File: config.mk
export PLATFORM = sky130hd
export DESIGN_NAME = writeback_queue
export DESIGN_NICKNAME = d
export VERILOG_FILES = /design/src/rtl/writeback_queue_pkg.sv /design/src/rtl/wbq_rr_arbiter.sv /design/src/rtl/writeback_queue.sv
export SDC_FILE = /design/constraint.sdc
export NUM_CORES = 1
export LEC_CHECK = 0
export ABC_AREA = 1
export ABC_CLOCK_PERIOD_IN_PS = 5700
export BUFFER_PORTS_ARGS = -buffer_cell sky130_fd_sc_hd__buf_2
export CORE_ASPECT_RATIO = 1.25
export CORE_MARGIN = 2
export CORE_UTILIZATION = 35
export CTS_BUF_LIST = sky130_fd_sc_hd__clkbuf_8
export CTS_CLUSTER_DIAMETER = 30
export DETAILED_ROUTE_END_ITERATION = 12
export SETUP_SLACK_MARGIN = 0.15
export SLEW_MARGIN = 20
export SYNTH_ARGS = -nofsm -noshare
export SYNTH_HDL_FRONTEND = slang
export SYNTH_HIERARCHICAL = 1
export SYNTH_SLANG_ARGS = --single-unit
export TNS_END_PERCENT = 100
File: constraint.sdc
create_clock -name clk -period 5.7 [get_ports clk]
set_input_delay 1.71 -clock clk [delete_from_list [all_inputs] [get_ports clk]]
set_output_delay 1.71 -clock clk [all_outputs]
set_load 0.05 [all_outputs]
File: src/rtl/writeback_queue_pkg.sv
// writeback_queue_pkg
//   Shared widths and entry type for the writeback path. Used by the
//   writeback queue and the 8x19 register file it feeds.
package writeback_queue_pkg;

  localparam int DATA_W    = 19;  // register data width
  localparam int ADDR_W    = 3;   // register index width (8 registers)
  localparam int WBQ_DEPTH = 4;   // pending-write FIFO depth
  localparam int PTR_W     = 2;   // FIFO pointer width, wraps modulo WBQ_DEPTH
  localparam int CNT_W     = 3;   // occupancy width, holds 0..WBQ_DEPTH

  // One pending register write.
  typedef struct packed {
    logic [ADDR_W-1:0] dest;
    logic [DATA_W-1:0] data;
  } wbq_entry_t;

  // Identifies which result source won the last accepted transfer.
  typedef enum logic {
    SRC_ALU = 1'b0,
    SRC_MEM = 1'b1
  } wbq_src_e;

endpackage

File: src/rtl/wbq_rr_arbiter.sv
// wbq_rr_arbiter
//   Two-source round-robin grant for the writeback queue. A lone requester
//   is always granted; on a tie the source that did not win the last
//   accepted transfer wins. The history only advances on an accepted
//   transfer, so a stalled grant stays put.
// Ports:
//   clk, reset           clock, asynchronous active-high reset
//   req_alu, req_mem     source requests (valid)
//   accept               a granted request was transferred this cycle
//   grant_alu, grant_mem combinational grants, at most one high
module wbq_rr_arbiter
  import writeback_queue_pkg::*;
(
  input  logic clk,
  input  logic reset,
  input  logic req_alu,
  input  logic req_mem,
  input  logic accept,
  output logic grant_alu,
  output logic grant_mem
);

  wbq_src_e last_src_q, last_src_d;

  always_comb begin
    grant_alu  = req_alu && (!req_mem || (last_src_q == SRC_MEM));
    grant_mem  = req_mem && (!req_alu || (last_src_q == SRC_ALU));
    last_src_d = last_src_q;
    if (accept) begin
      last_src_d = grant_alu ? SRC_ALU : SRC_MEM;
    end
  end

  // Reset pretends MEM won last so that ALU is favoured on the first tie.
  always_ff @(posedge clk or posedge reset) begin
    if (reset) begin
      last_src_q <= SRC_MEM;
    end else begin
      last_src_q <= last_src_d;
    end
  end

endmodule

File: src/rtl/writeback_queue.sv
// writeback_queue
//   4-entry FIFO of pending register writes fed by an ALU and a memory
//   result source, drained in order into the register file write port,
//   with a bypass lookup of the pending writes.
// Ports:
//   clk, reset                          clock, asynchronous active-high reset
//   alu_valid/alu_dest/alu_data/alu_ready  ALU result handshake
//   mem_valid/mem_dest/mem_data/mem_ready  memory result handshake
//   wb_hold                             stalls draining while high
//   r3/write_data/register_write        register file write port (head entry)
//   fwd_addr/fwd_hit/fwd_data           bypass lookup, youngest match wins
//   count/full/empty                    occupancy status
module writeback_queue
  import writeback_queue_pkg::*;
(
  input  logic              clk,
  input  logic              reset,
  input  logic              alu_valid,
  input  logic [ADDR_W-1:0] alu_dest,
  input  logic [DATA_W-1:0] alu_data,
  output logic              alu_ready,
  input  logic              mem_valid,
  input  logic [ADDR_W-1:0] mem_dest,
  input  logic [DATA_W-1:0] mem_data,
  output logic              mem_ready,
  input  logic              wb_hold,
  output logic [ADDR_W-1:0] r3,
  output logic [DATA_W-1:0] write_data,
  output logic              register_write,
  input  logic [ADDR_W-1:0] fwd_addr,
  output logic              fwd_hit,
  output logic [DATA_W-1:0] fwd_data,
  output logic [CNT_W-1:0]  count,
  output logic              full,
  output logic              empty
);

  logic [PTR_W-1:0] rd_ptr_q, rd_ptr_d;
  logic [PTR_W-1:0] wr_ptr_q, wr_ptr_d;
  logic [CNT_W-1:0] count_q, count_d;
  wbq_entry_t       entry_q [WBQ_DEPTH];

  logic       grant_alu, grant_mem;
  logic       space, enq, deq, alu_fire, mem_fire;
  wbq_entry_t new_entry, head;

  assign count = count_q;
  assign empty = (count_q == '0);
  assign full  = (count_q == CNT_W'(WBQ_DEPTH));

  // Write port: head entry, zeroed when nothing is pending.
  assign head           = entry_q[rd_ptr_q];
  assign register_write = !empty && !wb_hold;
  assign r3             = empty ? '0 : head.dest;
  assign write_data     = empty ? '0 : head.data;
  assign deq            = register_write;

  // A full queue still has room when the head leaves this same edge.
  // Readys are forced low while reset is held.
  assign space = !reset && (!full || deq);

  wbq_rr_arbiter u_arb (
    .clk       (clk),
    .reset     (reset),
    .req_alu   (alu_valid),
    .req_mem   (mem_valid),
    .accept    (enq),
    .grant_alu (grant_alu),
    .grant_mem (grant_mem)
  );

  assign alu_ready = space && grant_alu;
  assign mem_ready = space && grant_mem;
  assign alu_fire  = alu_valid && alu_ready;
  assign mem_fire  = mem_valid && mem_ready;
  assign enq       = alu_fire || mem_fire;
  assign new_entry = alu_fire ? wbq_entry_t'({alu_dest, alu_data})
                              : wbq_entry_t'({mem_dest, mem_data});

  always_comb begin
    rd_ptr_d = rd_ptr_q;
    wr_ptr_d = wr_ptr_q;
    count_d  = count_q;
    if (deq) rd_ptr_d = rd_ptr_q + PTR_W'(1);
    if (enq) wr_ptr_d = wr_ptr_q + PTR_W'(1);
    if (enq && !deq) count_d = count_q + CNT_W'(1);
    if (deq && !enq) count_d = count_q - CNT_W'(1);
  end

  always_ff @(posedge clk or posedge reset) begin
    if (reset) begin
      rd_ptr_q <= '0;
      wr_ptr_q <= '0;
      count_q  <= '0;
    end else begin
      rd_ptr_q <= rd_ptr_d;
      wr_ptr_q <= wr_ptr_d;
      count_q  <= count_d;
    end
  end

  // Payload storage needs no reset: occupancy is derived from count/pointers.
  always_ff @(posedge clk) begin
    if (enq) begin
      entry_q[wr_ptr_q] <= new_entry;
    end
  end

  // Per-slot match: a slot is occupied when its age from the head is below
  // count. Only already-stored entries are seen, never this cycle's enqueue.
  logic [WBQ_DEPTH-1:0] slot_hit;
  genvar gi;
  generate
    for (gi = 0; gi < WBQ_DEPTH; gi++) begin : g_slot
      logic [PTR_W-1:0] age;
      assign age          = PTR_W'(gi) - rd_ptr_q;
      assign slot_hit[gi] = ({1'b0, age} < count_q) && (entry_q[gi].dest == fwd_addr);
    end
  endgenerate

  // Walk oldest to youngest so the youngest match is the one left standing.
  logic [PTR_W-1:0] fwd_idx;
  always_comb begin
    fwd_hit  = 1'b0;
    fwd_data = '0;
    fwd_idx  = '0;
    for (int k = 0; k < WBQ_DEPTH; k++) begin
      fwd_idx = rd_ptr_q + PTR_W'(k);
      if (slot_hit[fwd_idx]) begin
        fwd_hit  = 1'b1;
        fwd_data = entry_q[fwd_idx].data;
      end
    end
  end

endmodule

==> results.py <==
metrics = {
    "status": {
        "status": "complete, no violations",
    },
    "critical_path": {
        "r2r_start": "count[2]",
        "critPathKind": "primary input to primary output",
        "crit_path_max_incr_delay_ns": 0.30,
        "end_kind": "primary output",
        "rrSetupSlack_ns": 2.95,
        "crit_path_frequent_cell": "nand2_1",
        "rr_endpoint": "entry_q[3][3]",
        "crit_fanout": 20,
        "crit_end": "fwd_data[14]",
        "critPathLaunchType": "primary input",
        "slowest_stage": "buf_2",
        "cp.required_ns": 3.99,
        "worstRegToRegCells": 10,
        "path_cells": "buf_2 > inv_1 > nand2_1 > nand2_1 > nor2_1 > nand3_1 > nand2_1 > nand2_1 > nand2_2 > nand2_1 > buf_4 > nand2_1 > inv_1 > nand2_1 > a21oi_1 > buf_2",
        "cp.arrival_ns": 3.61,
        "startpoint": "fwd_addr[0]",
    },
    "cells_and_area": {
        "area_growth_pct": 12.1,
        "nets": 1050,
        "multi_input_area_um2": 3180,
        "seq_area_um2": 2850,
        "n_fill_cell": 1989,
        "layout-drive-gt1-share": 0.184,
        "fin_area_um2": 7700,
        "num_antenna_cells": 0,
    },
    "clocking": {
        "cts_resized": 0,
        "post-cts-setup-buffers": 0,
        "clock_latency_ns": 0.36,
        "ctsHoldBuffers": 0,
        "numCtsBuffers": 9,
        "clockBufferDepth": 2,
        "cts-htree-levels": 3,
        "cts_root_buffer": "clkbuf_8",
        "clk_pin_slew_worst_paths_ns": 0.08,
        "cts_tree": "built",
        "cts_num_sinks": 96,
    },
    "sta": {
        "rsz0062_at_grt": "no",
        "slew_headroom": 0.474,
        "finalSetupTns_ns": 0,
        "skew_ns": 0.0133,
        "min_period_ns": 5.32,
        "fmax_mhz": 188,
        "tightestPinTransition_ns": 0.788,
        "slew_violations": 0,
        "fin_crit_sh": 0.934,
        "setup_violations": 0,
        "holdWs_ns": 0.480,
        "finalHoldViolCount": 0,
    },
    "yosys": {
        "yosysTopAreaCell": "edfxtp_1",
        "synth_seq_cells": 96,
        "synth_edf_count": 88,
        "synth_nets": 978,
        "synth.most_common_cell": "nand2_1",
        "yosysSeqAreaShare": 0.414,
        "synth_cells": 916,
        "yosys_most_used_dff": "edfxtp_1",
        "ys_warn_count": 6,
        "synth_area_leaders": "edfxtp_1 38%, nand2_1 15%, o21ai_0 9.5%",
        "synth_area_per_cell_um2": 7.50,
        "async_flop_share": 0.0833,
        "synth_cell_types": 35,
        "yosys-top-cells-count": "269 x nand2_1, 131 x o21ai_0, 128 x inv_1, 88 x edfxtp_1, 67 x nand3_1",
        "synthDominantCellAreaShare": 0.385,
        "synth_area_um2": 6870,
    },
    "global_route": {
        "grt_max_degree": 84,
        "grt.overflow.total": 0,
        "grt_pass1_vias": 5546,
        "grt_util_all_layers": 0.175,
        "antenna_found_initial": 0,
        "grt_pass1_wl_mm": 28.5,
    },
    "min_path": {
        "hp-class": "register to register",
        "holdPathStages": 2,
    },
    "routing": {
        "drc_errors": 0,
        "dr.pass1.iters": 5,
        "vias": 5944,
        "initialDrtViolationCount": 389,
        "wire_per_inst_um": 14.3,
        "via_per_inst": 4.73,
        "postRouteAntennaNets": 0,
        "routed_wl_mm": 17.9,
    },
    "floorplanning": {
        "dieArea_um2": 20800,
        "die_x_um": 129,
        "die_h_um": 161,
        "start_util": 0.355,
        "rows": 57,
        "ios": 102,
        "coreArea_um2": 19300,
    },
    "placed_design": {
        "place_area_um2": 7510,
        "gp_congestion": 0.885,
        "dp_hpwl_mm": 12.7,
        "port_buffers": 101,
    },
    "flow_run": {
        "maxCapViolCount": 0,
    },
}
==> per-stage QoR <==
stage,util,std cells,worst slack (ns)
6_report,0.398,1257,0.377
5_1_grt,0.398,1257,0.215
4_1_cts,0.398,1257,0.399
3_5_place_dp,0.389,1242,0.409
3_3_place_gp,0.389,1242,0.427
2_1_floorplan,-,916,0.466
==> final cells by class <==
| type | instances | area share |
|---|---|---|
| well taps | 265 | 0.0431 |
| inverters | 131 | 0.0639 |
| multi-input cells | 629 | 0.413 |
| repair buffers | 121 | 0.0868 |
| clock inverters | 6 | 0.00796 |
| clock buffers | 9 | 0.0161 |
| flip-flops and latches | 96 | 0.370 |
==> sequential cells by signal, summed over array words and instances (netlist names) <==
| signal | flops |
|---|---|
| rd_ptr_q | 2 |
| wr_ptr_q | 2 |
| u_arb/last_src_q | 1 |
| count | 3 |
| entry_q | 88 |
==> layout by cell type (no fill, tap or decap), types with 4 or more instances in the layout <==
cell type and instances:
clkbuf_8 9, nand4_1 4, o21ai_1 8, mux2_2 11, o21ai_0 131, buf_4 19
a211oi_2 9, inv_2 4, a21oi_1 11, nor2_2 5, edfxtp_1 88, ha_1 9
mux2_1 11, a211oi_1 10, nand2_1 269, buf_2 101, a21oi_2 11, inv_1 128
dfrtp_1 6, nand3_1 67, xnor2_1 5, nor2_1 52, nand2_2 4
==> worst max-delay path: cells and delay by family <==
family | cells | cell delay, ns
compound gates | 1 | 0.19
buf+inv | 5 | 0.83
simple gates | 10 | 0.85
==> worst min path at each step <==
stage	from	endpoint	slack (ns)
after floorplan	u_arb/last_src_q	u_arb/last_src_q	0.45
after global placement	u_arb/last_src_q	u_arb/last_src_q	0.47
after detailed placement	u_arb/last_src_q	u_arb/last_src_q	0.47
after CTS	u_arb/last_src_q	u_arb/last_src_q	0.48
after global routing	u_arb/last_src_q	u_arb/last_src_q	0.49
final	u_arb/last_src_q	u_arb/last_src_q	0.48
==> cells by family (layout without fill, tap and decap cells) <==
kind of cell | Yosys count | count (layout) | synth area share
simple gates | 405 | 405 | 0.240
buf+inv | 191 | 267 | 0.125
compound gates | 184 | 184 | 0.155
flops | 96 | 96 | 0.414
mux | 22 | 22 | 0.0361
fa+ha+maj | 10 | 10 | 0.0193
xor+xnor | 8 | 8 | 0.0102
==> layer usage <==
layer,track usage,vias to the layer above,wire length (um)
met5,0,-,0
met4,0.0469,0,250
met3,0.0247,18,719
met2,0.294,130,8460
met1,0.237,2676,8510
li1,-,3120,-
Power is left out: the tool's default activity adds up to more than one toggle a clock period on the data nets, which glitch-free logic cannot reach.
